## src/rtl/snitch_pkg.sv

```systemverilog
// Shared LSU/TCDM request and response types for the Snitch data path,
// plus the per-slot payload kept by the response reorder buffer.
package snitch_pkg;

  localparam int unsigned NumIntOutstandingLoads = 8;
  localparam int unsigned MetaIdWidth = $clog2(NumIntOutstandingLoads);

  typedef logic [31:0]            addr_t;
  typedef logic [31:0]            data_t;
  typedef logic [3:0]             strb_t;
  typedef logic [MetaIdWidth-1:0] meta_id_t;

  typedef struct packed {
    meta_id_t id;
    addr_t    addr;
    logic     write;
    data_t    data;
    strb_t    strb;
  } dreq_t;

  typedef struct packed {
    meta_id_t id;
    data_t    data;
    logic     write;
    logic     error;
  } dresp_t;

  typedef struct packed {
    data_t data;
    logic  write;
    logic  error;
  } reorder_entry_t;

endpackage

```

## src/rtl/snitch_dresp_reorder.sv

```systemverilog
// Tags core data requests with a ring-slot ID and hands out-of-order memory
// responses back to the core in issue order.
module snitch_dresp_reorder
  import snitch_pkg::*;
#(
  parameter int unsigned NumOutstanding = NumIntOutstandingLoads,
  parameter int unsigned IdWidth        = MetaIdWidth
) (
  input  logic   clk_i,
  input  logic   rst_ni,
  input  dreq_t  core_req_i,
  input  logic   core_req_valid_i,
  output logic   core_req_ready_o,
  output dreq_t  mem_req_o,
  output logic   mem_req_valid_o,
  input  logic   mem_req_ready_i,
  input  dresp_t mem_resp_i,
  input  logic   mem_resp_valid_i,
  output logic   mem_resp_ready_o,
  output dresp_t core_resp_o,
  output logic   core_resp_valid_o,
  input  logic   core_resp_ready_i
);

  localparam logic [IdWidth:0] PtrOne  = {{IdWidth{1'b0}}, 1'b1};
  localparam logic [IdWidth:0] FullXor = {1'b1, {IdWidth{1'b0}}};

  logic [IdWidth:0]          wr_ptr_reg, rd_ptr_reg;
  logic [NumOutstanding-1:0] pending_reg, pending_next;
  logic [NumOutstanding-1:0] done_reg, done_next;
  reorder_entry_t            slot_reg [NumOutstanding];

  logic [IdWidth-1:0] wr_idx, rd_idx, resp_idx;
  logic full, alloc, pop, resp_ok;

  assign wr_idx   = wr_ptr_reg[IdWidth-1:0];
  assign rd_idx   = rd_ptr_reg[IdWidth-1:0];
  assign resp_idx = IdWidth'(mem_resp_i.id);

  // Full depends only on registered pointers, so a pop never refills in the same cycle.
  assign full = (wr_ptr_reg ^ rd_ptr_reg) == FullXor;

  assign mem_req_valid_o  = core_req_valid_i & ~full;
  assign core_req_ready_o = mem_req_ready_i & ~full;
  assign mem_resp_ready_o = 1'b1;

  always_comb begin
    mem_req_o    = core_req_i;
    mem_req_o.id = meta_id_t'(wr_idx);
  end

  assign alloc   = core_req_valid_i & mem_req_ready_i & ~full;
  assign resp_ok = mem_resp_valid_i & pending_reg[resp_idx] & ~done_reg[resp_idx];
  assign pop     = core_resp_valid_o & core_resp_ready_i;

  assign core_resp_valid_o = done_reg[rd_idx];
  assign core_resp_o = '{id:    meta_id_t'(rd_idx),
                         data:  slot_reg[rd_idx].data,
                         write: slot_reg[rd_idx].write,
                         error: slot_reg[rd_idx].error};

  // Alloc, response and pop always hit distinct slots, so the updates never collide.
  always_comb begin
    pending_next = pending_reg;
    done_next    = done_reg;
    if (alloc) begin
      pending_next[wr_idx] = 1'b1;
      done_next[wr_idx]    = 1'b0;
    end
    if (resp_ok) begin
      done_next[resp_idx] = 1'b1;
    end
    if (pop) begin
      pending_next[rd_idx] = 1'b0;
      done_next[rd_idx]    = 1'b0;
    end
  end

  always_ff @(posedge clk_i or negedge rst_ni) begin
    if (!rst_ni) begin
      wr_ptr_reg  <= '0;
      rd_ptr_reg  <= '0;
      pending_reg <= '0;
      done_reg    <= '0;
    end else begin
      pending_reg <= pending_next;
      done_reg    <= done_next;
      if (alloc) wr_ptr_reg <= wr_ptr_reg + PtrOne;
      if (pop)   rd_ptr_reg <= rd_ptr_reg + PtrOne;
    end
  end

  // Payload is only meaningful while done is set, so it needs no reset.
  always_ff @(posedge clk_i) begin
    if (resp_ok) begin
      slot_reg[resp_idx] <= '{data:  mem_resp_i.data,
                              write: mem_resp_i.write,
                              error: mem_resp_i.error};
    end
  end

  a_id_width: assert property (@(posedge clk_i) IdWidth == $clog2(NumOutstanding))
    else $error("snitch_dresp_reorder: IdWidth does not match NumOutstanding");
  a_pow2: assert property (@(posedge clk_i)
      (NumOutstanding >= 2) && ((NumOutstanding & (NumOutstanding - 1)) == 0))
    else $error("snitch_dresp_reorder: NumOutstanding must be a power of two >= 2");
  a_resp_ready: assert property (@(posedge clk_i) mem_resp_ready_o == 1'b1)
    else $error("snitch_dresp_reorder: mem_resp_ready_o deasserted");
  a_illegal_resp: assert property (@(posedge clk_i) disable iff (!rst_ni)
      mem_resp_valid_i |-> (pending_reg[resp_idx] && !done_reg[resp_idx]))
    else $warning("snitch_dresp_reorder: dropped response to non-pending or done id %0d",
                  resp_idx);

endmodule

```

## config.mk

```make
export PLATFORM = sky130hd
export DESIGN_NAME = snitch_dresp_reorder
export DESIGN_NICKNAME = d
export VERILOG_FILES = /design/src/rtl/snitch_pkg.sv /design/src/rtl/snitch_dresp_reorder.sv
export SDC_FILE = /design/constraint.sdc
export NUM_CORES = 1
export LEC_CHECK = 0
export CORE_ASPECT_RATIO = 0.5
export CORE_MARGIN = 8
export CORE_UTILIZATION = 30
export CTS_BUF_LIST = sky130_fd_sc_hd__clkbuf_16
export DETAILED_ROUTE_END_ITERATION = 7
export SYNTH_ARGS = -nofsm -noshare
export SYNTH_HDL_FRONTEND = slang
export SYNTH_SLANG_ARGS = --single-unit
```

## constraint.sdc

```tcl
create_clock -name clk_i -period 10.4 [get_ports clk_i]
set_clock_uncertainty 0.2 [all_clocks]
set_input_delay 1.56 -clock clk_i [delete_from_list [all_inputs] [get_ports clk_i]]
set_output_delay 1.56 -clock clk_i [all_outputs]
set_load 0.005 [all_outputs]
```

==> results of run 1 <==
-- cell usage in the layout (no fill, tap or decap), types with 7 or more instances in the layout --
master	n
o22ai_1	13
o2bb2ai_1	7
mux2i_1	61
inv_1	14
edfxtp_1	272
nand4_1	8
dfrtp_1	21
nand2_1	39
clkdlybuf4s50_1	85
o21a_1	8
a21oi_1	50
nand3_1	7
mux2_2	36
a221oi_1	14
a22oi_1	15
buf_4	17
o221ai_1	29
nor2_1	58
clkinv_1	10
clkbuf_16	30
-- through the flow --
stage	worst slack [ns]	cells	power (mW)	utilization, %
2_1_floorplan	4.08	833	2.05	-
3_3_place_gp	5.04	1354	2.47	32.9
3_5_place_dp	5.07	1354	2.48	32.9
4_1_cts	4.47	1410	3.49	35.3
5_1_grt	4.31	1410	3.61	35.3
6_report	4.51	1410	3.45	35.3
-- logic make-up after synthesis --
group / synth area share (%)
multiplexers: 8.29
flip-flops: 70.5
AND/OR/NAND/NOR: 5.45
other: 0.0302
buffers and inverters: 6.35
adder cells (fa/ha/maj): 0.201
AO/OA/AOI/OAI: 8.60
XOR/XNOR: 0.563
-- worst paths after layout --
| kind | to | slack, ns | start | cells after the start |
|---|---|---|---|---|
| max reg2reg | slot_reg[6][10]$_DFFE_PP_ | 6.35 | rd_ptr_reg[1]$_DFFE_PN0N_ | 7 |
| min reg2reg | pending_reg[4]$_DFF_PN0_ | 0.29 | pending_reg[4]$_DFF_PN0_ | 1 |
| max | core_resp_o[12] | 4.51 | rd_ptr_reg[1]$_DFFE_PN0N_ | 6 |
| max in group asynchronous | rd_ptr_reg[2]$_DFFE_PN0N_ | 8.54 | rst_ni | 2 |
| min | pending_reg[4]$_DFF_PN0_ | 0.29 | pending_reg[4]$_DFF_PN0_ | 1 |
| min in group asynchronous | done_reg[5]$_DFF_PN0_ | 1.18 | rst_ni | 2 |
-- area by class of cell --
class / instances / area [sq um] / share of cell area, %
inverters: 5 / 18.8 / 0.131
clock buffers: 30 / 751 / 5.24
multi-input cells: 411 / 2950 / 20.5
flip-flops and latches: 296 / 8780 / 61.2
clock inverters: 26 / 190 / 1.33
repair buffers: 102 / 978 / 6.82
well taps: 540 / 676 / 4.71
-- power breakdown --
| part | switching (mW) | internal [mW] | leakage (nW) | total (mW) |
|---|---|---|---|---|
| clock network | 0.435 | 0.573 | 0.485 | 1.01 |
| registers | 0.101 | 1.37 | 2.73 | 1.47 |
| logic | 0.517 | 0.452 | 1.73 | 0.969 |
-- metal layers --
| layer | GRT usage (%) | share of wire (%) | up-vias |
|---|---|---|---|
| li1 | - | - | 3160 |
| met1 | 12.9 | 39 | 3443 |
| met2 | 21.8 | 53 | 184 |
| met3 | 2.15 | 4.4 | 108 |
| met4 | 4.28 | 3.5 | 4 |
| met5 | 0 | 0.091 | - |
-- worst reg2reg max path, stage by stage (launching register included) --
cell and delay (ns):
dfrtp_4 0.68, buf_4 0.80, and2_1 0.61, buf_4 0.47, nand4_1 0.22, nand4_1 0.24
nor2_4 0.11, buf_4 0.39
==> impl_metrics.json, run 1 <==
{
  "ys_seq_area_share_pct": 70.5,
  "clk_pin_slew_worst_paths_ns": 0.06,
  "rows": 52,
  "p_per_area_mw_per_mm2": 240,
  "largest_reg_flops": 272,
  "fin_tns_setup_ns": 0,
  "syn2layout_area_growth_pct": 15.3,
  "antenna_found_initial": 2,
  "critical_path_buf_inv_count": 3,
  "clk_latency_ns": 0.55,
  "synthFlopType": "edfxtp_1",
  "hp-class": "register to register",
  "placed_cell_area_sq_mm": 0.0134,
  "antenna_left": 0,
  "hold_buffers": 0,
  "leakagePower_nw": 4.94,
  "cp_max_fo": 61,
  "setup_viol": 0,
  "period_needed_ns": 5.89,
  "yosysWarnings": 0,
  "worst_slew_pin_slew_ns": 1.18,
  "max_freq_ghz": 0.170,
  "initialDrtViolationCount": 445,
  "cts_tree": "done",
  "synth-seq-cells": 296,
  "syn_inst": 833,
  "ys_top_cells_by_count": "272 x edfxtp_1, 77 x buf_4, 65 x nor2_1",
  "cp.arrival_ns": 4.13,
  "drt-total-wl_um": 29700,
  "gp_congestion": 0.794,
  "clock_sinks": 296,
  "critPathKind": "register to output pin",
  "numPortBuffers": 85,
  "synth_most_common_cell": "edfxtp_1",
  "gr-total-overflow": 0,
  "vias_per_cell": 4.89,
  "die_height_um": 160,
  "grt_pass1_wl_um": 44600,
  "hold_violations": 0,
  "place_hpwl_um": 17400,
  "period_share_pct": 56.6,
  "core-area_sq_mm": 0.0407,
  "synth_fp_nets": 950,
  "rsz0062_at_grt": "no",
  "synth_area_leaders": "edfxtp_1 66%, mux2i_1 4.9%, dfrtp_1 4.8%, buf_4 4.6%, mux2_2 3.3%",
  "ys_async_sr_fraction_pct": 8.11,
  "syn_area_sq_mm": 0.0124,
  "synth_edf_count": 272,
  "cpLargestDelayFamily": "buffers and inverters",
  "holdWs_ns": 0.288,
  "endpoint_kind": "output pin",
  "synthDistinctLibCells": 50,
  "vdd_drop_max_mv": 0.149,
  "cts_max_level": 1,
  "final_nets": 963,
  "required_ns": 8.64,
  "syn_avg_cell_area_sq_um": 14.9,
  "synth_top_area_share_pct": 65.7,
  "path_common_cell": "buf_4",
  "cts_resized": 0,
  "fin_area_sq_mm": 0.0143,
  "grt_max_degree": 62,
  "crit_slowest_cell": "buf_4",
  "crit_path_start_kind": "register",
  "numCtsBuffers": 30,
  "drv_slew": 0,
  "critPathMaxStageDelay_ns": 0.79,
  "crit_path_cell_trace": "buf_4 > and2_1 > buf_4 > a22oi_1 > o221ai_1 > clkdlybuf4s50_1",
  "cap_violations": 0,
  "clockBufferDepth": 3,
  "die_w_um": 304,
  "grt_pass1_vias": 7137,
  "cts_setup_buffers": 0,
  "drive_above_1_share_pct": 12.5,
  "antenna_cells": 0,
  "die_area_sq_mm": 0.0486,
  "num_vias": 6899,
  "firstDrtPassIters": 5,
  "start_util_pct": 30.6,
  "io_pins": 228,
  "yosys.area.top_type": "edfxtp_1",
  "drcViolationCount": 0,
  "grt.total_usage_pct": 11.6,
  "cts-root-buf": "clkbuf_16",
  "slew_headroom_pct": 20.9,
  "nFillCells": 3800,
  "avgRoutedWirePerCell_um": 21.0,
  "status": "finished, final reports clean"
}
No activity file was read; power rests on OpenSTA's default activity.
==> run 2, diff against run 1 <==
==> constraint.sdc (replaced) <==
create_clock -name clk_i -period 4.98 [get_ports clk_i]
set_clock_uncertainty 0.2 [all_clocks]
set_input_delay 0.747 -clock clk_i [delete_from_list [all_inputs] [get_ports clk_i]]
set_output_delay 0.747 -clock clk_i [all_outputs]
set_load 0.005 [all_outputs]
==> run 2 against run 1 <==
Compared with the run above:
- non-clock buffer count rose by 9
- setup slack got worse by 4.0 ns
- wire length rose by 1.0%
==> impl_metrics.json, run 2 (synthesis results as in run 1) <==
{
  "status": "finished, final reports clean",
  "clk_pin_slew_worst_paths_ns": 0.06,
  "cp.arrival_ns": 3.47,
  "multi_input_area_sq_mm": 0.00295,
  "reg2regPathDepth": 6,
  "final_common_cell": "edfxtp_1",
  "nFillCells": 3785,
  "avgRoutedWirePerCell_um": 21.1,
  "rows": 52,
  "grt_max_degree": 48,
  "clockBufferDepth": 3,
  "grt_use_met2_pct": 21.8,
  "worst_slew_pin_slew_ns": 0.971,
  "p_sw_share_pct": 30.2,
  "grt_pass1_wl_um": 45000,
  "period_needed_ns": 4.42,
  "period_share_pct": 88.8,
  "initialDrtViolationCount": 432,
  "fin_tns_setup_ns": 0,
  "critPathKind": "register to output pin",
  "cts_setup_buffers": 0,
  "holdWs_ns": 0.301,
  "numCtsBuffers": 30,
  "hp-class": "register to register",
  "antenna_cells": 0,
  "gp_congestion": 0.805,
  "slew_headroom_pct": 35.0,
  "final_nets": 972,
  "layout_common_cells": "272 x edfxtp_1, 85 x clkdlybuf4s50_1, 61 x mux2i_1",
  "leakagePower_nw": 5.00,
  "antenna_found_initial": 1,
  "use_met1_pct": 13.7,
  "die_height_um": 160,
  "cts-root-buf": "clkbuf_16",
  "hold_violations": 0,
  "firstDrtPassIters": 5,
  "hold_path_depth": 1,
  "grt.total_usage_pct": 11.7,
  "endpoint_kind": "output pin",
  "drive_above_1_share_pct": 14.2,
  "drt-total-wl_um": 30000,
  "crit_path_cell_trace": "buf_4 > xor2_1 > or4_4 > and2_1 > clkdlybuf4s50_1",
  "grt_pass1_vias": 7138,
  "setup_viol": 0,
  "gr-total-overflow": 0,
  "switchingPower_mw": 2.25,
  "dp.cells": 1363,
  "comb_power_share_pct": 27.6,
  "p_int_mw": 5.21,
  "met3_usage_pct": 1.83,
  "io_pins": 228,
  "cts_resized": 0,
  "largest_reg_flops": 272,
  "fin_area_sq_mm": 0.0145,
  "drv_slew": 0,
  "placed_cell_area_sq_mm": 0.0135,
  "final_core_util_pct": 35.7,
  "pre_cts_ws_ns": 1.11,
  "clkPwrFrac_pct": 30.7,
  "hold_buffers": 0,
  "die_area_sq_mm": 0.0486,
  "cts_max_level": 1,
  "crit_path_start_kind": "register",
  "p_seq_share_pct": 41.7,
  "critPathMaxStageDelay_ns": 0.84,
  "crit_slowest_cell": "dfrtp_4",
  "place_hpwl_um": 17500,
  "clock_sinks": 296,
  "cp_max_fo": 47,
  "die_w_um": 304,
  "busiest_layer": "met2",
  "fin_cells": 1418,
  "max_freq_ghz": 0.226,
  "antenna_left": 0,
  "syn2layout_area_growth_pct": 16.7,
  "core-area_sq_mm": 0.0407,
  "numPortBuffers": 85,
  "seq_area_sq_mm": 0.00878,
  "finalWorstSetupSlack_ns": 0.560,
  "start_util_pct": 30.6,
  "vias_per_cell": 4.94,
  "required_ns": 4.03,
  "rsz0062_at_grt": "no",
  "cts_tree": "done",
  "clk_latency_ns": 0.55,
  "num_vias": 6999,
  "p_per_area_mw_per_mm2": 514,
  "power.total_mw": 7.46,
  "drcViolationCount": 0,
  "vdd_drop_max_mv": 0.304,
  "cap_violations": 0
}
[run 2: area by class of cell]
type                            instances  share of cell area, %
Sequential cell                       296                   60.5
Multi-Input combinational cell        411                   20.3
Timing Repair Buffer                  111                   7.29
Clock buffer                           30                   5.17
Tap cell                              540                   4.65
Clock inverter                         25                   1.95
Inverter                                5                  0.129
[run 2: final timing paths]
check	from	end	slack [ns]
hold reg to reg	pending_reg[5]$_DFF_PN0_	pending_reg[5]$_DFF_PN0_	0.30
max in group asynchronous	rst_ni	rd_ptr_reg[1]$_DFFE_PN0N_	3.94
setup reg to reg	rd_ptr_reg[1]$_DFFE_PN0N_	slot_reg[5][2]$_DFFE_PP_	1.69
setup / recovery	rd_ptr_reg[0]$_DFFE_PN0N_	core_req_ready_o	0.56
hold / removal	pending_reg[5]$_DFF_PN0_	pending_reg[5]$_DFF_PN0_	0.30
min in group asynchronous	rst_ni	done_reg[3]$_DFF_PN0_	0.37
[run 2: worst max-delay path: cells and delay by family, from the launching register on]
family | cells | cell delay [ns]
and+or+nand+nor | 2 | 0.77
buffers and inverters | 2 | 1.01
xor gates and xnor gates | 1 | 0.20
DFF | 1 | 0.84
[run 2: power by group through the flow]
stage,logic [mW],registers (mW),clock network [mW]
2_1_floorplan,1.30,2.99,0
3_3_place_gp,2.07,3.15,0
3_5_place_dp,2.10,3.16,0
4_1_cts,2.11,3.11,2.33
5_1_grt,2.24,3.13,2.43
6_report,2.06,3.11,2.29
[run 2: per-layer routing]
metal  up-vias  part of all wire [%]  routed length, um
met3       109                   4.6               1390
met1      3534                    40              12000
met2       176                    52              15600
met5         -                 0.043                 13
met4         2                   3.1                916
li1       3178                     -                  -
==> run 3, diff against run 2 <==
--- a/config.mk
+++ b/config.mk
@@ -10,6 +10,7 @@
 export CORE_UTILIZATION = 30
 export CTS_BUF_LIST = sky130_fd_sc_hd__clkbuf_16
 export DETAILED_ROUTE_END_ITERATION = 7
+export RECOVER_POWER = 100
 export SYNTH_ARGS = -nofsm -noshare
 export SYNTH_HDL_FRONTEND = slang
 export SYNTH_SLANG_ARGS = --single-unit
==> run 3 against run 2 <==
Compared with the run above:
- sequential share of layout area up 0.38 points
- worst hold slack got worse by 0.0018 ns
- critical path type unchanged
- first-iteration DRC count decreased by 6.7%
==> impl_metrics.json, run 3 (synthesis results as in run 1) <==
{
  "fin_tns_setup_ns": 0,
  "drv_slew": 0,
  "p_per_area_mw_per_mm2": 510,
  "crit_slowest_cell": "dfrtp_4",
  "die_w_um": 304,
  "comb_power_share_pct": 26.6,
  "vias_per_cell": 4.93,
  "numCtsBuffers": 30,
  "slew_headroom_pct": 3.72,
  "gr-total-overflow": 0,
  "final_common_cell": "edfxtp_1",
  "firstDrtPassIters": 5,
  "place_hpwl_um": 17500,
  "cp_max_fo": 47,
  "grt_max_degree": 48,
  "hold_violations": 0,
  "antenna_found_initial": 2,
  "die_area_sq_mm": 0.0486,
  "rows": 52,
  "antenna_cells": 0,
  "nFillCells": 3803,
  "drt-total-wl_um": 30000,
  "start_util_pct": 30.6,
  "num_vias": 6988,
  "largest_reg_flops": 272,
  "crit_path_start_kind": "register",
  "clock_sinks": 296,
  "p_int_mw": 5.12,
  "cp.arrival_ns": 3.64,
  "cts_setup_buffers": 0,
  "p_sw_share_pct": 30.4,
  "critPathMaxStageDelay_ns": 0.85,
  "initialDrtViolationCount": 403,
  "cts-root-buf": "clkbuf_16",
  "grt_pass1_vias": 7138,
  "antenna_left": 0,
  "cap_violations": 0,
  "clockBufferDepth": 3,
  "worst_slew_pin_slew_ns": 1.44,
  "crit_path_cell_trace": "buf_4 > xor2_1 > or4_1 > and2_1 > dlygate4sd3_1",
  "cts_tree": "done",
  "io_pins": 228,
  "grt.total_usage_pct": 11.7,
  "critPathKind": "register to output pin",
  "max_freq_ghz": 0.218,
  "critical_path_buf_inv_count": 2,
  "layout_common_cells": "272 x edfxtp_1, 75 x dlygate4sd3_1, 61 x nor2_1, 61 x mux2i_1, 50 x a21oi_1",
  "gp_congestion": 0.805,
  "seq_area_sq_mm": 0.00878,
  "numPortBuffers": 85,
  "hp-class": "register to register",
  "grt_pass1_wl_um": 45000,
  "cts_max_level": 1,
  "status": "finished, final reports clean",
  "endpoint_kind": "output pin",
  "hold_buffers": 0,
  "cpLargestDelayFamily": "buffers and inverters",
  "clkPwrFrac_pct": 31.1,
  "core-area_sq_mm": 0.0407,
  "finalWorstSetupSlack_ns": 0.396,
  "setup_viol": 0,
  "vdd_drop_max_mv": 0.304,
  "period_share_pct": 92.0,
  "avgRoutedWirePerCell_um": 21.2,
  "die_height_um": 160,
  "pre_cts_ws_ns": 1.11,
  "period_needed_ns": 4.58,
  "clk_latency_ns": 0.55,
  "multi_input_area_sq_mm": 0.00291,
  "syn2layout_area_growth_pct": 16.0,
  "drcViolationCount": 0,
  "rsz0062_at_grt": "no",
  "clk_pin_slew_worst_paths_ns": 0.06,
  "leakagePower_nw": 5.00,
  "switchingPower_mw": 2.23,
  "cts_resized": 0,
  "required_ns": 4.03,
  "p_seq_share_pct": 42.2,
  "final_nets": 972,
  "drive_above_1_share_pct": 13.1
}
run 3: cell count changes in the layout (fill, tap and decap cells not counted), sizes merged:
cell           before  now
clkdlybuf4s50      85   10
dlygate4sd3         0   75
buf                26   14
clkbuf             30   42
run 3: path summary, 6_finish.rpt:
| check | slack [ns] | endpoint | from | cells after the start |
|---|---|---|---|---|
| max | 0.40 | core_req_ready_o | rd_ptr_reg[0]$_DFFE_PN0N_ | 5 |
| min | 0.30 | wr_ptr_reg[3]$_DFFE_PN0N_ | wr_ptr_reg[3]$_DFFE_PN0N_ | 1 |
| max in group asynchronous | 2.75 | rd_ptr_reg[2]$_DFFE_PN0N_ | rst_ni | 2 |
| min in group asynchronous | 0.85 | done_reg[3]$_DFF_PN0_ | rst_ni | 2 |
| min reg2reg | 0.30 | wr_ptr_reg[3]$_DFFE_PN0N_ | wr_ptr_reg[3]$_DFFE_PN0N_ | 1 |
| max reg2reg | 1.07 | slot_reg[5][2]$_DFFE_PP_ | rd_ptr_reg[1]$_DFFE_PN0N_ | 6 |
run 3: final cells by class:
| type | instances | share of cell area [%] |
|---|---|---|
| inverter | 5 | 0.130 |
| sequential | 296 | 60.9 |
| clock buffer | 30 | 5.20 |
| tap | 540 | 4.68 |
| timing repair buffer | 111 | 7.01 |
| clock inverter | 25 | 1.96 |
| multi-input combinational | 411 | 20.2 |
run 3: through the flow:
step | hold slack, ns | total power [mW] | instances | area [sq um] | utilization, %
6_report | 0.299 | 7.36 | 1418 | 14400 | 35.5
5_1_grt | 0.314 | 7.69 | 1418 | 14400 | 35.5
4_1_cts | 0.299 | 7.55 | 1418 | 14500 | 35.7
3_5_place_dp | 0.285 | 5.25 | 1363 | 13500 | 33.2
3_3_place_gp | 0.277 | 5.21 | 1363 | 13500 | 33.2
2_1_floorplan | 0.251 | 4.29 | 833 | 12400 | -
run 3: routing by layer:
layer,vias up,global-route usage [%],share of wire [%]
met5,-,0,0.090
met4,4,3.99,3.0
met3,108,1.83,4.3
met2,162,21.8,52
met1,3542,13.7,41
li1,3172,-,-
run 3: power groups by stage:
stage | logic [mW] | registers [mW] | clock network, mW
3_5_place_dp | 2.10 | 3.16 | 0
5_1_grt | 2.13 | 3.13 | 2.43
2_1_floorplan | 1.30 | 2.99 | 0
6_report | 1.96 | 3.11 | 2.29
3_3_place_gp | 2.07 | 3.15 | 0
4_1_cts | 2.11 | 3.11 | 2.33
